==> config.mk <==
export PLATFORM = sky130hd
export DESIGN_NAME = dmem_responder_flat
export DESIGN_NICKNAME = d
export VERILOG_FILES = /design/src/rtl/dmem_if.sv /design/src/rtl/dmem_responder.sv /design/src/flat_wrapper.sv
export SDC_FILE = /design/constraint.sdc
export NUM_CORES = 2
export LEC_CHECK = 0
export CAP_MARGIN = 15
export CORE_MARGIN = 1.5
export CORE_UTILIZATION = 30
export DETAILED_ROUTE_END_ITERATION = 7
export GPL_TIMING_DRIVEN = 0
export MAX_ROUTING_LAYER = met4
export PLACE_DENSITY_LB_ADDON = 0.12
export SETUP_SLACK_MARGIN = 0.1
export SLEW_MARGIN = 5
export SYNTH_ARGS = -nofsm -noshare
export SYNTH_HDL_FRONTEND = slang
export SYNTH_SLANG_ARGS = --single-unit
export TNS_END_PERCENT = 10
==> constraint.sdc <==
create_clock -name clk -period 4.3 [get_ports clk]
set_input_delay 0.43 -clock clk [delete_from_list [all_inputs] [get_ports clk]]
set_output_delay 0.43 -clock clk [all_outputs]
set_load 0.03 [all_outputs]
==> src/rtl/dmem_if.sv <==
// Data-memory port between the pipeline M stage (master) and the
// memory responder (slave). Signal names follow the pipeline's M-stage names.
interface dmem_if;
  logic        MemReadM;
  logic        MemWriteM;
  logic [31:0] ALUOutM;
  logic [31:0] WriteDataM;
  logic [31:0] ReadDataM;
  logic        MemStallM;
  logic        MemErrM;

  modport master (
    output MemReadM,
    output MemWriteM,
    output ALUOutM,
    output WriteDataM,
    input  ReadDataM,
    input  MemStallM,
    input  MemErrM
  );

  modport slave (
    input  MemReadM,
    input  MemWriteM,
    input  ALUOutM,
    input  WriteDataM,
    output ReadDataM,
    output MemStallM,
    output MemErrM
  );
endinterface

==> src/rtl/dmem_responder.sv <==
// dmem_responder: word-addressed data RAM behind the pipeline M-stage port,
// with a programmable wait-state FSM that stalls the pipeline until each
// access completes.
// Optional feature macro: DMEM_MISALIGN_TRAP_EN (trap misaligned accesses:
// flag MemErrM at completion, suppress stores, return 0 on loads).
// Stall, read data and error flag are combinational so the hazard unit sees
// the stall in the same cycle the request is presented. Reset forces them low
// asynchronously.
module dmem_responder #(
  parameter int DEPTH_LOG2  = 6,
  parameter int WAIT_CYCLES = 2
) (
  input  logic  clk,
  input  logic  reset,
  dmem_if.slave mem_if
);

  localparam int         DEPTH     = 1 << DEPTH_LOG2;
  localparam bit         ZERO_WAIT = (WAIT_CYCLES == 0);
  localparam logic [3:0] WAIT_INIT = 4'((WAIT_CYCLES > 0) ? (WAIT_CYCLES - 1) : 0);

  typedef enum logic [0:0] {
    ST_IDLE = 1'b0,
    ST_WAIT = 1'b1
  } state_t;

  state_t                  state_q, state_d;
  logic [3:0]              cnt_q, cnt_d;
  logic [31:0]             mem_q [DEPTH];

  logic                    req_s;
  logic                    mis_s;
  logic                    stall_s;
  logic                    complete_s;
  logic                    we_s;
  logic [DEPTH_LOG2-1:0]   idx_s;
  logic [31:0]             rdata_s;

  assign req_s = mem_if.MemReadM | mem_if.MemWriteM;
  // Upper address bits beyond the array are dropped, so addresses wrap.
  assign idx_s = mem_if.ALUOutM[DEPTH_LOG2+1:2];

`ifdef DMEM_MISALIGN_TRAP_EN
  assign mis_s = req_s & (mem_if.ALUOutM[1:0] != 2'b00);
`else
  assign mis_s = 1'b0;
`endif

  // Wait-state sequencing: decide stall, completion and next state/count.
  always_comb begin
    state_d    = state_q;
    cnt_d      = cnt_q;
    stall_s    = 1'b0;
    complete_s = 1'b0;
    if (reset) begin
      state_d = ST_IDLE;
      cnt_d   = 4'd0;
    end else begin
      case (state_q)
        ST_IDLE: begin
          if (!req_s) begin
            state_d = ST_IDLE;
          end else if (ZERO_WAIT) begin
            complete_s = 1'b1;
          end else begin
            stall_s = 1'b1;
            state_d = ST_WAIT;
            cnt_d   = WAIT_INIT;
          end
        end
        ST_WAIT: begin
          if (!req_s) begin
            // Pipeline flush: abandon the access without writing.
            state_d = ST_IDLE;
            cnt_d   = 4'd0;
          end else if (cnt_q != 4'd0) begin
            stall_s = 1'b1;
            cnt_d   = cnt_q - 4'd1;
          end else begin
            complete_s = 1'b1;
            state_d    = ST_IDLE;
          end
        end
        default: begin
          state_d = ST_IDLE;
          cnt_d   = 4'd0;
        end
      endcase
    end
  end

  // FSM state and wait counter.
  always_ff @(posedge clk or posedge reset) begin
    if (reset) begin
      state_q <= ST_IDLE;
      cnt_q   <= 4'd0;
    end else begin
      state_q <= state_d;
      cnt_q   <= cnt_d;
    end
  end

  // A store commits only at its completion edge, never while stalling.
  assign we_s = complete_s & mem_if.MemWriteM & ~mis_s;

  // RAM array write port; contents are deliberately not reset.
  always_ff @(posedge clk) begin
    if (we_s) begin
      mem_q[idx_s] <= mem_if.WriteDataM;
    end
  end

  // Load data: pre-write array contents in the completion cycle, else zero.
  always_comb begin
    rdata_s = 32'h0000_0000;
    if (complete_s && mem_if.MemReadM && !mis_s) begin
      rdata_s = mem_q[idx_s];
    end else begin
      rdata_s = 32'h0000_0000;
    end
  end

  assign mem_if.ReadDataM = rdata_s;
  assign mem_if.MemStallM = stall_s;
  assign mem_if.MemErrM   = complete_s & mis_s;

endmodule

==> src/flat_wrapper.sv <==
// flat-port wrapper written by rule: the top's interface ports become plain ports
module dmem_responder_flat 
#(
  parameter int DEPTH_LOG2  = 6,
  parameter int WAIT_CYCLES = 2
)
  (clk, reset, mem_if_MemReadM, mem_if_MemWriteM, mem_if_ALUOutM, mem_if_WriteDataM, mem_if_ReadDataM, mem_if_MemStallM, mem_if_MemErrM);
  dmem_if mem_if_i ();
  input  logic clk;
  input  logic reset;
  input wire logic [$bits(mem_if_i.MemReadM)-1:0] mem_if_MemReadM;
  input wire logic [$bits(mem_if_i.MemWriteM)-1:0] mem_if_MemWriteM;
  input wire logic [$bits(mem_if_i.ALUOutM)-1:0] mem_if_ALUOutM;
  input wire logic [$bits(mem_if_i.WriteDataM)-1:0] mem_if_WriteDataM;
  output wire logic [$bits(mem_if_i.ReadDataM)-1:0] mem_if_ReadDataM;
  output wire logic [$bits(mem_if_i.MemStallM)-1:0] mem_if_MemStallM;
  output wire logic [$bits(mem_if_i.MemErrM)-1:0] mem_if_MemErrM;
  assign mem_if_i.MemReadM = mem_if_MemReadM;
  assign mem_if_i.MemWriteM = mem_if_MemWriteM;
  assign mem_if_i.ALUOutM = mem_if_ALUOutM;
  assign mem_if_i.WriteDataM = mem_if_WriteDataM;
  assign mem_if_ReadDataM = mem_if_i.ReadDataM;
  assign mem_if_MemStallM = mem_if_i.MemStallM;
  assign mem_if_MemErrM = mem_if_i.MemErrM;
  dmem_responder #(.DEPTH_LOG2(DEPTH_LOG2), .WAIT_CYCLES(WAIT_CYCLES)) u_core (.clk(clk), .reset(reset), .mem_if(mem_if_i));
endmodule
==> impl_metrics.toml <==
[cts]
clock_latency_ps = 870
clock-sinks = 2053
htree_levels = 4
cts_tree = "yes"
cts_buffer_depth = 3
cts-root-buf = "clkbuf_16"
clk_pin_slew_worst_paths_ps = 60
cts_buffers = 220

[yosys]
seq_area_frac_synth = 0.794
synth_flop_cell = "edfxtp_1"
synthCells = 3771
synth_top_area_share = 0.792
syn_area_per_cell_um2 = 20.6
syn-cell-area_um2 = 77700
synth_nets = 3841
synth-edff-count = 2048
synth-async-reset-ratio = 0.00244
synth_area_leaders = "edfxtp_1 79%, mux4_2 7.3%, mux2i_1 2.6%"
yosysWarnings = 0
synth_top_cell_by_area = "edfxtp_1"
yosysUniqueCellTypes = 55
synth-seq-cells = 2053

[timing]
hold_viol_final = 0
finClkSkew_ps = 25.8
fin_crit_sh = 0.993
fmax_ghz = 0.234
max_slew_margin = 0.164
grt_setup_unrepaired = "true"
setup_viol = 0
fin_crit_ps = 4270
finalMaxSlewViolations = 0
whs_ps = 62.0
worstMarginPinSlew_ps = 1250

[routing]
drt_first_pass_iters = 6
vias = 41600
wl_um = 269000
drc_errors = 0
final_antenna_net_count = 0
wl_per_cell_um = 34.5
drt_iter0_markers = 4844
viasPerCell = 5.34

[die]
start_util = 0.302
fp.coreArea_um2 = 257000
die_x_um = 512
ios = 102
die_area_um2 = 262000
row_count = 186
die_h_um = 512

[worst_setup_path]
startpoint = "mem_if_ALUOutM[3]"
r2r-start = "u_core.cnt_q[0]"
worst-r2r-setup-slack_ps = 450
startpoint_type = "primary input"
crit_type = "in -> out"
crit_arrival_ps = 3840
critical_path.max_fanout = 10
crit_required_ps = 3870
endpoint_kind = "output port"

[power]
power_density_nw_per_um2 = 451
p_leak_nw = 29.2
peakVddDrop_mv = 0.353

[placed_design]
placedCellCount = 7346
post_dp_cell_area_um2 = 85800
io_buffers = 72
routabilityCongestion = 0.909
dp_hpwl_um = 182000

[global_route]
grt_overflow = 0
grt_start_max_net_pins = 65
grt_pass1_wl_um = 364000
grt_use_total = 0.209
grt_pass1_vias = 41100
antenna_found_initial = 14

[run_status]
status = "completed"

[final_layout]
layout_common_cells = "2048 x edfxtp_1, 250 x mux4_2, 225 x a221oi_1, 224 x clkbuf_16, 196 x a22oi_1"
drive_above_1_share = 0.274
final_nets = 4276
fin_area_um2 = 94600
fin_util = 0.368
area_growth_pct = 21.8
instances_no_fill = 7785
final_common_cell = "edfxtp_1"

[job]
drv_cap = 0

[min_path]
min_path_type = "in -> reg"
hp-start = "mem_if_WriteDataM[11]"
-- cell usage after synthesis (4+ instances only) --
cell	number
o22ai_1	110
o211ai_1	28
a31oi_1	34
buf_2	112
nand3b_1	17
a221oi_1	225
a22oi_1	196
nand4_1	4
a2bb2oi_1	27
a311oi_1	28
nor2_1	130
clkbuf_1	96
o31a_1	4
nand3_1	4
a41oi_1	4
and3_1	6
buf_4	19
dfrtp_1	5
mux2i_1	198
o21ai_0	18
nand2_1	27
or2_2	6
o211a_1	27
mux4_2	250
mux2_2	8
o22a_1	10
buf_6	13
a211oi_1	6
buf_1	17
edfxtp_1	2048
nand2b_1	4
inv_1	8
a21oi_1	45
-- worst max-delay path, cell delays in order --
cell             delay (ps)
clkdlybuf4s50_1         610
buf_6                   210
buf_6                   240
buf_12                  220
buf_4                   260
mux4_2                  320
mux2i_1                 350
o22ai_2                 250
nor2_4                  300
a31oi_4                 180
dlygate4sd2_1           410
-- state kept, by name (all words and copies together) (netlist names) --
register	flops
u_core.cnt_q	4
u_core.mem_q	2048
u_core.state_q	1
-- through the flow --
step                worst slack (ps)  power, mW  TNS [ps]
finish                          31.8       42.6         0
global route                    13.2       43.9         0
CTS                             35.0       43.0         0
detailed placement             -1820       24.8   -299010
global placement               -3130       24.8  -5016730
floorplan                        958       23.5         0
-- cell type report --
type                            count  area, µm²
Timing Repair Buffer              216       3580
Tap cell                         3384       4230
Fill cell                       23600     163000
Inverter                            8       30.0
Clock buffer                      266       5760
Antenna cell                       12       30.0
Clock inverter                    139        986
Buffer                            254       1660
Sequential cell                  2053      61600
Multi-Input combinational cell   1453      16700
-- cells by family (layout without fill, tap and decap cells) --
kind of cell / count (synthesis) / count (layout) / synth area share
AOI/OAI and AO/OA: 775 / 775 / 0.0764
adders and majority gates: 2 / 2 / 0.000322
buffers and inverters: 265 / 883 / 0.0168
DFF: 2053 / 2053 / 0.794
muxes: 456 / 456 / 0.0992
other: 1 / 13 / 0.0000483
and+or+nand+nor: 219 / 219 / 0.0137
-- repair_timing --
item / 4_1_cts / 5_1_grt
pin swaps: 24 / 11
gates resized for setup: 471 / 83
hold endpoints to repair: 180 / 0
buffers inserted: 8 / 0
setup endpoints to repair: 32 / 32
hold buffers: 17 / 0
-- power by group --
group / internal, mW / switching, mW
sequential: 22.0 / 0.00690
combinational: 0.805 / 1.76
clock: 10.1 / 7.95
-- final timing paths --
path / to / depth (start not counted)
min: u_core.mem_q[30][11] / 1
max: mem_if_ReadDataM[24] / 11
min in group asynchronous: u_core.state_q / 3
max in group asynchronous: u_core.cnt_q[2] / 3
min reg2reg: u_core.cnt_q[0] / 1
max reg2reg: u_core.mem_q[33][10] / 8
-- routing by layer --
metal | part of all wire | GRT usage | vias to the layer above
met5 | 0 | - | -
met4 | 0.033 | 0.0634 | 0
met3 | 0.063 | 0.0338 | 391
met2 | 0.47 | 0.325 | 1579
met1 | 0.43 | 0.280 | 22500
li1 | - | - | 17100
No activity file was read; power rests on OpenSTA's default activity.
